File: config.mk
export PLATFORM = sky130hd
export DESIGN_NAME = neuron_param_loader_flat
export DESIGN_NICKNAME = d
export VERILOG_FILES = /design/src/rtl/neuron_param_loader_if.sv /design/src/rtl/neuron_param_loader.sv /design/src/flat_wrapper.sv
export SDC_FILE = /design/constraint.sdc
export NUM_CORES = 1
export LEC_CHECK = 0
export BUFFER_PORTS_ARGS = -buffer_cell sky130_fd_sc_hd__buf_2
export CAP_MARGIN = 10
export CORE_MARGIN = 2
export CORE_UTILIZATION = 31
export DETAILED_ROUTE_END_ITERATION = 6
export SLEW_MARGIN = 20
export SYNTH_ARGS = -nofsm -noshare
export SYNTH_HDL_FRONTEND = slang
export SYNTH_SLANG_ARGS = --single-unit
File: constraint.sdc
create_clock -name clk -period 4.3 [get_ports clk]
set_input_delay 0.215 -clock clk [delete_from_list [all_inputs] [get_ports clk]]
set_output_delay 0.215 -clock clk [all_outputs]
set_load 0.02 [all_outputs]
File: src/rtl/neuron_param_loader_if.sv
// Parameter stream channel into the neuron weight/bias loader.
// Valid/ready: a beat transfers on a rising clk edge where s_valid & s_ready; s_data is don't-care otherwise.
interface neuron_param_loader_if;
   logic [31:0] s_data;
   logic        s_valid;
   logic        s_ready;

   modport master (output s_data, output s_valid, input s_ready);
   modport slave  (input s_data, input s_valid, output s_ready);
endinterface

File: src/rtl/neuron_param_loader.sv
// Sequences a 32-bit parameter stream into per-neuron weight and bias write strobes
// broadcast to a layer's neuron array; one start command loads one complete layer.
module neuron_param_loader #(
   parameter int maxNeurons = 32,
   parameter int maxWeights = 1024,
   parameter int neuronBase = 0,
   localparam int NW = $clog2(maxNeurons + 1),
   localparam int WW = $clog2(maxWeights + 1)
) (
   input  logic                        clk,
   input  logic                        rst,
   input  logic                        start,
   input  logic [31:0]                 layer_num,
   input  logic [NW-1:0]               num_neurons,
   input  logic [WW-1:0]               num_weights,
   neuron_param_loader_if.slave        stream,
   output logic                        weightValid,
   output logic [31:0]                 weightValue,
   output logic                        biasValid,
   output logic [31:0]                 biasValue,
   output logic [31:0]                 config_layer_num,
   output logic [31:0]                 config_neuron_num,
   output logic                        busy,
   output logic                        done,
   output logic                        cfg_err,
   output logic [1:0]                  state_dbg
);

   typedef enum logic [1:0] {IDLE, WEIGHT, BIAS, DONE} state_t;

   state_t          state, state_nxt;
   logic [31:0]     layer_q;
   logic [NW-1:0]   nn_q, neuron_cnt;
   logic [WW-1:0]   nw_q, weight_cnt;
   logic            cmd_ok;
   logic            last_weight, last_neuron;

   assign cmd_ok      = (num_neurons != '0) && (num_weights != '0);
   assign last_weight = (weight_cnt == nw_q - WW'(1));
   assign last_neuron = (neuron_cnt == nn_q - NW'(1));
   assign state_dbg   = state;

   always_ff @(posedge clk or negedge rst) begin
      if (!rst) state <= IDLE;
      else      state <= state_nxt;
   end

   // s_ready depends only on state, so next-state may use s_valid alone as the accept.
   always_comb begin
      state_nxt      = state;
      stream.s_ready = 1'b0;
      busy           = 1'b1;
      case (state)
         IDLE: begin
            busy = 1'b0;
            if (start && cmd_ok) state_nxt = WEIGHT;
         end
         WEIGHT: begin
            stream.s_ready = 1'b1;
            if (stream.s_valid && last_weight) state_nxt = BIAS;
         end
         BIAS: begin
            stream.s_ready = 1'b1;
            if (stream.s_valid) state_nxt = last_neuron ? DONE : WEIGHT;
         end
         DONE: state_nxt = IDLE;
         default: state_nxt = IDLE;
      endcase
   end

   always_ff @(posedge clk or negedge rst) begin
      if (!rst) begin
         layer_q    <= '0;
         nn_q       <= '0;
         nw_q       <= '0;
         weight_cnt <= '0;
         neuron_cnt <= '0;
      end else begin
         case (state)
            IDLE: if (start && cmd_ok) begin
               layer_q    <= layer_num;
               nn_q       <= num_neurons;
               nw_q       <= num_weights;
               weight_cnt <= '0;
               neuron_cnt <= '0;
            end
            WEIGHT: if (stream.s_valid) weight_cnt <= weight_cnt + WW'(1);
            BIAS: if (stream.s_valid) begin
               weight_cnt <= '0;
               if (!last_neuron) neuron_cnt <= neuron_cnt + NW'(1);
            end
            default: ;
         endcase
      end
   end

   // Values and config fields only move with a strobe, so they hold between writes.
   always_ff @(posedge clk or negedge rst) begin
      if (!rst) begin
         weightValid       <= 1'b0;
         weightValue       <= '0;
         biasValid         <= 1'b0;
         biasValue         <= '0;
         config_layer_num  <= '0;
         config_neuron_num <= '0;
         done              <= 1'b0;
         cfg_err           <= 1'b0;
      end else begin
         weightValid <= 1'b0;
         biasValid   <= 1'b0;
         done        <= (state == DONE);
         cfg_err     <= (state == IDLE) && start && !cmd_ok;
         if (state == WEIGHT && stream.s_valid) begin
            weightValid       <= 1'b1;
            weightValue       <= stream.s_data;
            config_layer_num  <= layer_q;
            config_neuron_num <= 32'(neuronBase) + 32'(neuron_cnt);
         end
         if (state == BIAS && stream.s_valid) begin
            biasValid         <= 1'b1;
            biasValue         <= stream.s_data;
            config_layer_num  <= layer_q;
            config_neuron_num <= 32'(neuronBase) + 32'(neuron_cnt);
         end
      end
   end

endmodule

File: src/flat_wrapper.sv
// flat-port wrapper written by rule: the top's interface ports become plain ports
module neuron_param_loader_flat 
#(
   parameter int maxNeurons = 32,
   parameter int maxWeights = 1024,
   parameter int neuronBase = 0,
   localparam int NW = $clog2(maxNeurons + 1),
   localparam int WW = $clog2(maxWeights + 1)
)
  (clk, rst, start, layer_num, num_neurons, num_weights, weightValid, weightValue, biasValid, biasValue, config_layer_num, config_neuron_num, busy, done, cfg_err, state_dbg, stream_s_data, stream_s_valid, stream_s_ready);
  neuron_param_loader_if stream_i ();
  input  logic clk;
  input  logic rst;
  input  logic start;
  input  logic [31:0] layer_num;
  input  logic [NW-1:0] num_neurons;
  input  logic [WW-1:0] num_weights;
  output logic weightValid;
  output logic [31:0] weightValue;
  output logic biasValid;
  output logic [31:0] biasValue;
  output logic [31:0] config_layer_num;
  output logic [31:0] config_neuron_num;
  output logic busy;
  output logic done;
  output logic cfg_err;
  output logic [1:0] state_dbg;
  input wire logic [$bits(stream_i.s_data)-1:0] stream_s_data;
  input wire logic [$bits(stream_i.s_valid)-1:0] stream_s_valid;
  output wire logic [$bits(stream_i.s_ready)-1:0] stream_s_ready;
  assign stream_i.s_data = stream_s_data;
  assign stream_i.s_valid = stream_s_valid;
  assign stream_s_ready = stream_i.s_ready;
  neuron_param_loader #(.maxNeurons(maxNeurons), .maxWeights(maxWeights), .neuronBase(neuronBase)) u_core (.clk(clk), .rst(rst), .start(start), .layer_num(layer_num), .num_neurons(num_neurons), .num_weights(num_weights), .stream(stream_i), .weightValid(weightValid), .weightValue(weightValue), .biasValid(biasValid), .biasValue(biasValue), .config_layer_num(config_layer_num), .config_neuron_num(config_neuron_num), .busy(busy), .done(done), .cfg_err(cfg_err), .state_dbg(state_dbg));
endmodule
==> impl_metrics.ini, run 1 <==
[routing]
drt-total-wl_um = 16800
ant_nets = 0
post_drt_wl_per_cell_um = 15.0
routed_via_density = 4.49
vias = 5033
drc_errors = 0
drt_iter0_drc = 201
firstDrtPassIters = 4

[finish]
area_growth_pct = 27.3
final_nets = 878
post-route-util = 0.399
drive_gt1_frac = 0.497
fin_area_um2 = 9620
n_antenna_cell = 0

[sta]
slew_violations = 0
rsz0062_at_grt = false
fin_crit_ns = 2.64
max_freq_mhz = 379
timing.final.crit_share = 0.613
worst_pin_slew_ns = 0.899
fin_skew_ns = 0.0192
slew_headroom = 0.401
finalHoldViolCount = 0
finalSetupTns_ns = 0
finalSetupViolCount = 0

[floorplanning]
fp.coreArea_um2 = 24100
dieArea_um2 = 25700
ioPinCount = 221
start_util = 0.314
dieHeight_um = 160
die_w_um = 160
row_count = 57

[setup_path]
crit_slowest_cell = buf_4
crit_path_max_incr_delay_ns = 0.44
crit_chain = inv_1 -> ha_1 -> nand2_1 -> buf_4 -> inv_1 -> nor2_4 -> buf_4 -> mux2_2
critPathArrivalTime_ns = 2.95
worstSetupPathType = flop to flop
required_ns = 4.61
rrSetupSlack_ns = 1.66
cp-start-kind = flop
crit_fanout = 38
endpoint_kind = flop

[placement]
routabilityCongestion = 0.727
dp_hpwl_um = 11600
placed_cell_area_um2 = 8810
portBuffers = 194

[clock_network]
path_clk_slew_ns = 0.07
worst_skew_pair.late_latency_ns = 0.44
numCtsBuffers = 17
post-cts-setup-buffers = 0
clk_path_buf_depth = 2
cts_resized = 0
cts-root-buf = clkbuf_16
cts_max_level = 4
tritoncts = done
cts.sinks = 174

[power]
power.density_nw_per_um2 = 778
fin_total_pwr_mw = 7.49
cellLeakagePower_nw = 4.50
ir_drop_v = 0.000428

[job]
maxCapViolCount = 0

[yosys]
synthAdderAreaFrac = 0.0132
synth_mux_area_frac = 0.229
yosysSeqAreaShare = 0.576
synth-edff-count = 0
synth_area_leaders = dfrtp_1, mux2_2, buf_4
synth_seq_cells = 174
yosysTopAreaCell = dfrtp_1
synthSimpleGateAreaFrac = 0.0697
synth_top_area_frac = 0.576
syn_inst = 569
synthArstFlopShare = 1.00
synth_top_family_by_area = multiplexers
synth_warnings = 0
syn_area_um2 = 7560
ys.flop_type = dfrtp_1
synth_compound_area_frac = 0.0410
synth_xor_area_frac = 0.0232
avgSynthCellArea_um2 = 13.3
synth.distinct_cells = 47

[global_routing]
grt.met3_usage = 0.0418
grtUsageMet1 = 0.180
grt_pass1_wl_um = 27400
grt_max_degree = 92
gr-total-overflow = 0
use_met2 = 0.208
grt_pass1_vias = 5099
grt-busiest-layer = met2
grt_usage = 0.135
antenna_found_initial = 1

[hold_path]
hold_class = input port to flop

[status]
status = finished, final reports clean
[power by group]
group	total [mW]	leakage [nW]	internal, mW	switching [mW]
clock network	1.59	0.303	0.852	0.739
logic	3.01	2.09	1.38	1.63
registers	2.89	2.11	2.39	0.496
[cell usage in the layout (no fill, tap or decap), types with 2 or more instances in the layout]
cell type	n
conb_1	26
inv_8	5
or3_1	2
nand2b_1	2
clkbuf_16	17
o21ai_0	17
nand3_1	13
xnor2_1	15
dfrtp_1	174
mux2_2	153
ha_1	8
nor3_1	10
xor2_1	5
buf_4	6
nor2b_1	6
a21oi_1	9
nand4_1	3
nor3_2	2
or2_2	5
nor4_1	4
nand2_1	29
nor2_1	17
a22o_1	5
clkinv_8	3
clkinv_4	3
dlygate4sd3_1	20
inv_1	15
buf_2	193
a31oi_1	4
[cells by family (layout without fill, tap and decap cells)]
logic type | Yosys count | count (layout)
AO/OA/AOI/OAI | 47 | 47
XOR/XNOR | 20 | 20
adder cells (fa/ha/maj) | 8 | 8
buffers and inverters | 64 | 268
flip-flops | 174 | 174
multiplexers | 154 | 154
other | 1 | 26
AND/OR/NAND/NOR | 101 | 101
[critical path, delay by kind of cell, from the launching register on]
family	cells	cell delay, ns
buffers and inverters	4	1.10
multiplexers	1	0.40
AND/OR/NAND/NOR	2	0.23
adder cells (fa/ha/maj)	1	0.35
flip-flops	1	0.41
[Yosys cell counts, drive strengths merged, types with 2 or more instances]
| cell type | count |
|---|---|
| dfrtp | 174 |
| mux2 | 153 |
| buf | 45 |
| nand2 | 29 |
| nor2 | 18 |
| o21ai | 18 |
| inv | 15 |
| xnor2 | 15 |
| nand3 | 13 |
| nor3 | 12 |
| a21oi | 9 |
| ha | 8 |
| nor2b | 6 |
| or2 | 6 |
| a22o | 5 |
| nor4 | 5 |
| xor2 | 5 |
| a31oi | 4 |
| clkbuf | 4 |
| nand4 | 3 |
| nand2b | 2 |
| or3 | 2 |
[state kept, by name, summed over array words and instances (netlist names)]
name and cells:
u_core.weightValue 32, u_core.config_neuron_num 6, u_core.state_dbg 2, u_core.done 1, u_core.nn_q 6, u_core.biasValue 32
u_core.cfg_err 1, u_core.config_layer_num 32, u_core.nw_q 11, u_core.layer_q 32, u_core.weightValid 1, u_core.neuron_cnt 6
u_core.weight_cnt 11, u_core.biasValid 1
[metrics by stage]
step	hold WS (ns)	cells	worst slack (ns)
after global placement	0.362	1070	1.64
after detailed placement	0.367	1070	1.58
after CTS	0.000322	1119	1.59
after floorplan	-0.0806	594	2.10
final	0.0193	1122	1.66
after global routing	0.00239	1122	1.39
[worst paths after layout]
path,from,to,cells after the start
max in group asynchronous,rst,u_core.weightValue[14],3
min in group asynchronous,rst,u_core.config_layer_num[17],2
worst min-delay path,layer_num[1],u_core.layer_q[1],2
worst min register to register,u_core.layer_q[23],u_core.config_layer_num[23],1
worst max register to register,u_core.state_dbg[0],u_core.config_layer_num[0],8
worst max-delay path,u_core.state_dbg[0],u_core.config_layer_num[0],8
[layout make-up]
| cell class | count | area, µm² |
|---|---|---|
| well taps | 324 | 405 |
| clock buffers | 18 | 439 |
| repair buffers | 221 | 1240 |
| flip-flops and latches | 174 | 4350 |
| inverters | 15 | 56.3 |
| multi-input cells | 356 | 2950 |
| fillers | 2340 | 14500 |
| clock inverters | 14 | 175 |
[what timing repair did]
action | in CTS | in global routing
endpoints found under the setup margin | 0 | 0
hold endpoints to repair | 106 | 3
hold buffers | 17 | 3
[routing by layer]
metal,up-vias,wire (µm)
met5,-,0
met4,0,224
met3,13,964
met2,131,7690
met1,2512,7890
li1,2377,-
Note: power is estimated with default switching activity, not from simulation.
==> run 2, diff against run 1 <==
ABC_AREA = 1   (was default)
clock period = 2.38 ns   (was 4.3 ns; I/O delays follow)
==> run 2 against run 1 <==
Net effect:
- clock power up 85%
- via count grew 26%
- synthesized cell count grew 50%
- flip-flop and latch count unchanged
- clock skew down 0.0029 ns
- non-clock buffer count is 62 higher
- utilization grew 2.0 points
- fmax up 27%
- sequential share of layout area decreased by 3.6 points
- critical path depth is 7 higher
- clock-buffer cell count did not move
- total power increased by 78%
- critical path type unchanged
- largest cell class unchanged
- highest routed layer unchanged
==> impl_metrics.ini, run 2 <==
[sta]
finalSetupTns_ns = 0
worst_pin_slew_ns = 0.673
fin_skew_ns = 0.0163
slew_violations = 0
finalSetupViolCount = 0
rsz0062_at_grt = false
max_freq_mhz = 483
finalHoldViolCount = 0
timing.final.crit_share = 0.870
fin_crit_ns = 2.07
slew_headroom = 0.552

[hold_path]
holdPathEnd = u_core.biasValue[1]
min_path_cells = 3
hold_class = input port to flop
hp-start = stream_s_data[1]

[yosys]
yosysTopAreaCell = dfrtp_1
synth_area_leaders = dfrtp_1, nand2_1, mux2_2
synthArstFlopShare = 1.00
synth-edff-count = 0
syn_area_um2 = 7800
synth_common_cells = nand2_1, dfrtp_1, inv_1
synth.distinct_cells = 32
synth_most_common_cell = nand2_1
synth_seq_cells = 174
ys.flop_type = dfrtp_1
avgSynthCellArea_um2 = 9.11
syn_inst = 856
synth_top_area_frac = 0.558
yosysSeqAreaShare = 0.558
synth_warnings = 0

[finish]
drive_gt1_frac = 0.263
n_antenna_cell = 0
final_nets = 1219
mostFrequentLayoutCells = nand2_1, buf_2, dfrtp_1
final_common_cell = nand2_1
fin_area_um2 = 10500
area_growth_pct = 34.2

[global_routing]
grt_pass1_vias = 6473
gr-total-overflow = 0
grt.met3_usage = 0.0415
grtUsageMet1 = 0.198
grt_pass1_wl_um = 32400
grt_max_degree = 66
grt_usage = 0.153
use_met2 = 0.255
grt-busiest-layer = met2
antenna_found_initial = 0

[routing]
firstDrtPassIters = 6
drc_errors = 0
routed_via_density = 4.33
post_drt_wl_per_cell_um = 13.3
ant_nets = 0
drt_iter0_drc = 330
drt-total-wl_um = 19600
vias = 6356

[clock_network]
cts_max_level = 4
clk_path_buf_depth = 2
tritoncts = done
path_clk_slew_ns = 0.07
numCtsBuffers = 17
post-cts-setup-buffers = 0
worst_skew_pair.late_latency_ns = 0.42
cts.sinks = 174
cts-root-buf = clkbuf_16

[power]
cellLeakagePower_nw = 5.45
intPower_mw = 7.83
net-switching-power_mw = 5.48
comb_power_share = 0.411
ir_drop_v = 0.000590
switching_share = 0.412
pwr-share-clk = 0.221
power.density_nw_per_um2 = 1270
seqPwrFrac = 0.369

[floorplanning]
dieHeight_um = 163
ioPinCount = 221
die_w_um = 163
dieArea_um2 = 26400
row_count = 58
fp.coreArea_um2 = 25000
start_util = 0.312

[setup_path]
endpoint_kind = flop
rr_endpoint = u_core.state_dbg[0]
reg2reg_depth = 15
required_ns = 2.68
critPathArrivalTime_ns = 2.37
rrSetupSlack_ns = 0.31
timing.rr.start = u_core.nw_q[0]
worstSetupPathType = flop to flop
cp-start-kind = flop
crit_fanout = 5

[placement]
routabilityCongestion = 0.793
portBuffers = 194
dp_hpwl_um = 13200
placed_cell_area_um2 = 9030

[status]
status = finished, final reports clean

[job]
maxCapViolCount = 0
[run 2: cell types whose count changed in the layout (fill, tap and decap cells not counted), moves of 12 or more]
cell	change
xor2_1	+12
nand2_1	+249
inv_1	+60
nor2_1	+24
o21ai_0	+56
xnor2_1	-13
nand3_1	+12
dlygate4sd3_1	+62
mux2_2	-120
[run 2: layer usage]
metal | vias up | wire length [µm]
met2 | 169 | 9190
met4 | 0 | 233
li1 | 3190 | -
met1 | 2980 | 8960
met5 | - | 0
met3 | 17 | 1200
[run 2: worst max path at each step]
stage                        start                     endpoint  slack, ns  cells after the start
2_1_floorplan  u_core.state_dbg[1]  u_core.config_layer_num[10]       0.55                      7
3_3_place_gp   u_core.state_dbg[1]               u_core.nw_q[0]       0.29                      5
3_5_place_dp   u_core.state_dbg[1]               u_core.nw_q[0]       0.18                      5
4_1_cts        u_core.state_dbg[1]               u_core.nn_q[0]       0.16                      6
5_1_grt             u_core.nw_q[0]          u_core.state_dbg[0]       0.04                     15
6_report            u_core.nw_q[0]          u_core.state_dbg[0]       0.31                     15
[run 2: layout make-up]
type / instances / area, µm²
multi-input combinational: 570 / 2900
sequential: 174 / 4350
inverter: 80 / 303
clock buffer: 18 / 429
timing repair buffer: 283 / 1890
fill: 2478 / 14500
clock inverter: 13 / 180
tap: 330 / 413
[run 2: logic make-up (layout without fill, tap and decap cells)]
group | Yosys count | count (layout) | synth area share
flip-flops | 174 | 174 | 0.558
other | 1 | 26 | 0.000481
multiplexers | 33 | 33 | 0.0477
XOR/XNOR | 19 | 19 | 0.0213
adder cells (fa/ha/maj) | 8 | 8 | 0.0128
AND/OR/NAND/NOR | 380 | 380 | 0.203
buffers and inverters | 137 | 394 | 0.0834
AO/OA/AOI/OAI | 104 | 104 | 0.0728
[run 2: critical path: stages (launching register included)]
cell and delay [ns]:
dfrtp_1 0.40, inv_1 0.15, ha_1 0.26, nand2_1 0.14, nor2_1 0.21, nand2_1 0.08, nand2_1 0.08, nand2_1 0.05
nand2_1 0.05, nand3_1 0.08, nor2_1 0.09, nand2_1 0.08, nand2_2 0.10, nand2_2 0.06, nand2_1 0.07, nand2_1 0.05
[run 2: metrics by stage]
step	cells	total power [mW]	setup WS [ns]	hold slack (ns)	util
5_1_grt	1468	14.4	0.0355	0.0462	0.419
2_1_floorplan	881	8.63	0.549	-0.177	-
6_report	1468	13.3	0.310	0.0248	0.419
4_1_cts	1468	13.5	0.163	0.0110	0.419
3_5_place_dp	1355	10.4	0.178	0.103	0.362
3_3_place_gp	1355	10.3	0.287	0.104	0.362
[run 2: repair_timing]
action	4_1_cts	5_1_grt
endpoints found under the setup margin	0	49
endpoints found under the hold margin	157	0
hold buffers	82	0
resized for setup	0	1
[run 2: power by group through the flow]
stage | Sequential, mW | Combinational [mW] | Clock, mW
floorplan | 5.87 | 2.76 | 0
global placement | 4.91 | 5.35 | 0
detailed placement | 4.94 | 5.43 | 0
CTS | 4.91 | 5.54 | 3.03
global route | 5.08 | 6.13 | 3.14
finish | 4.91 | 5.47 | 2.94
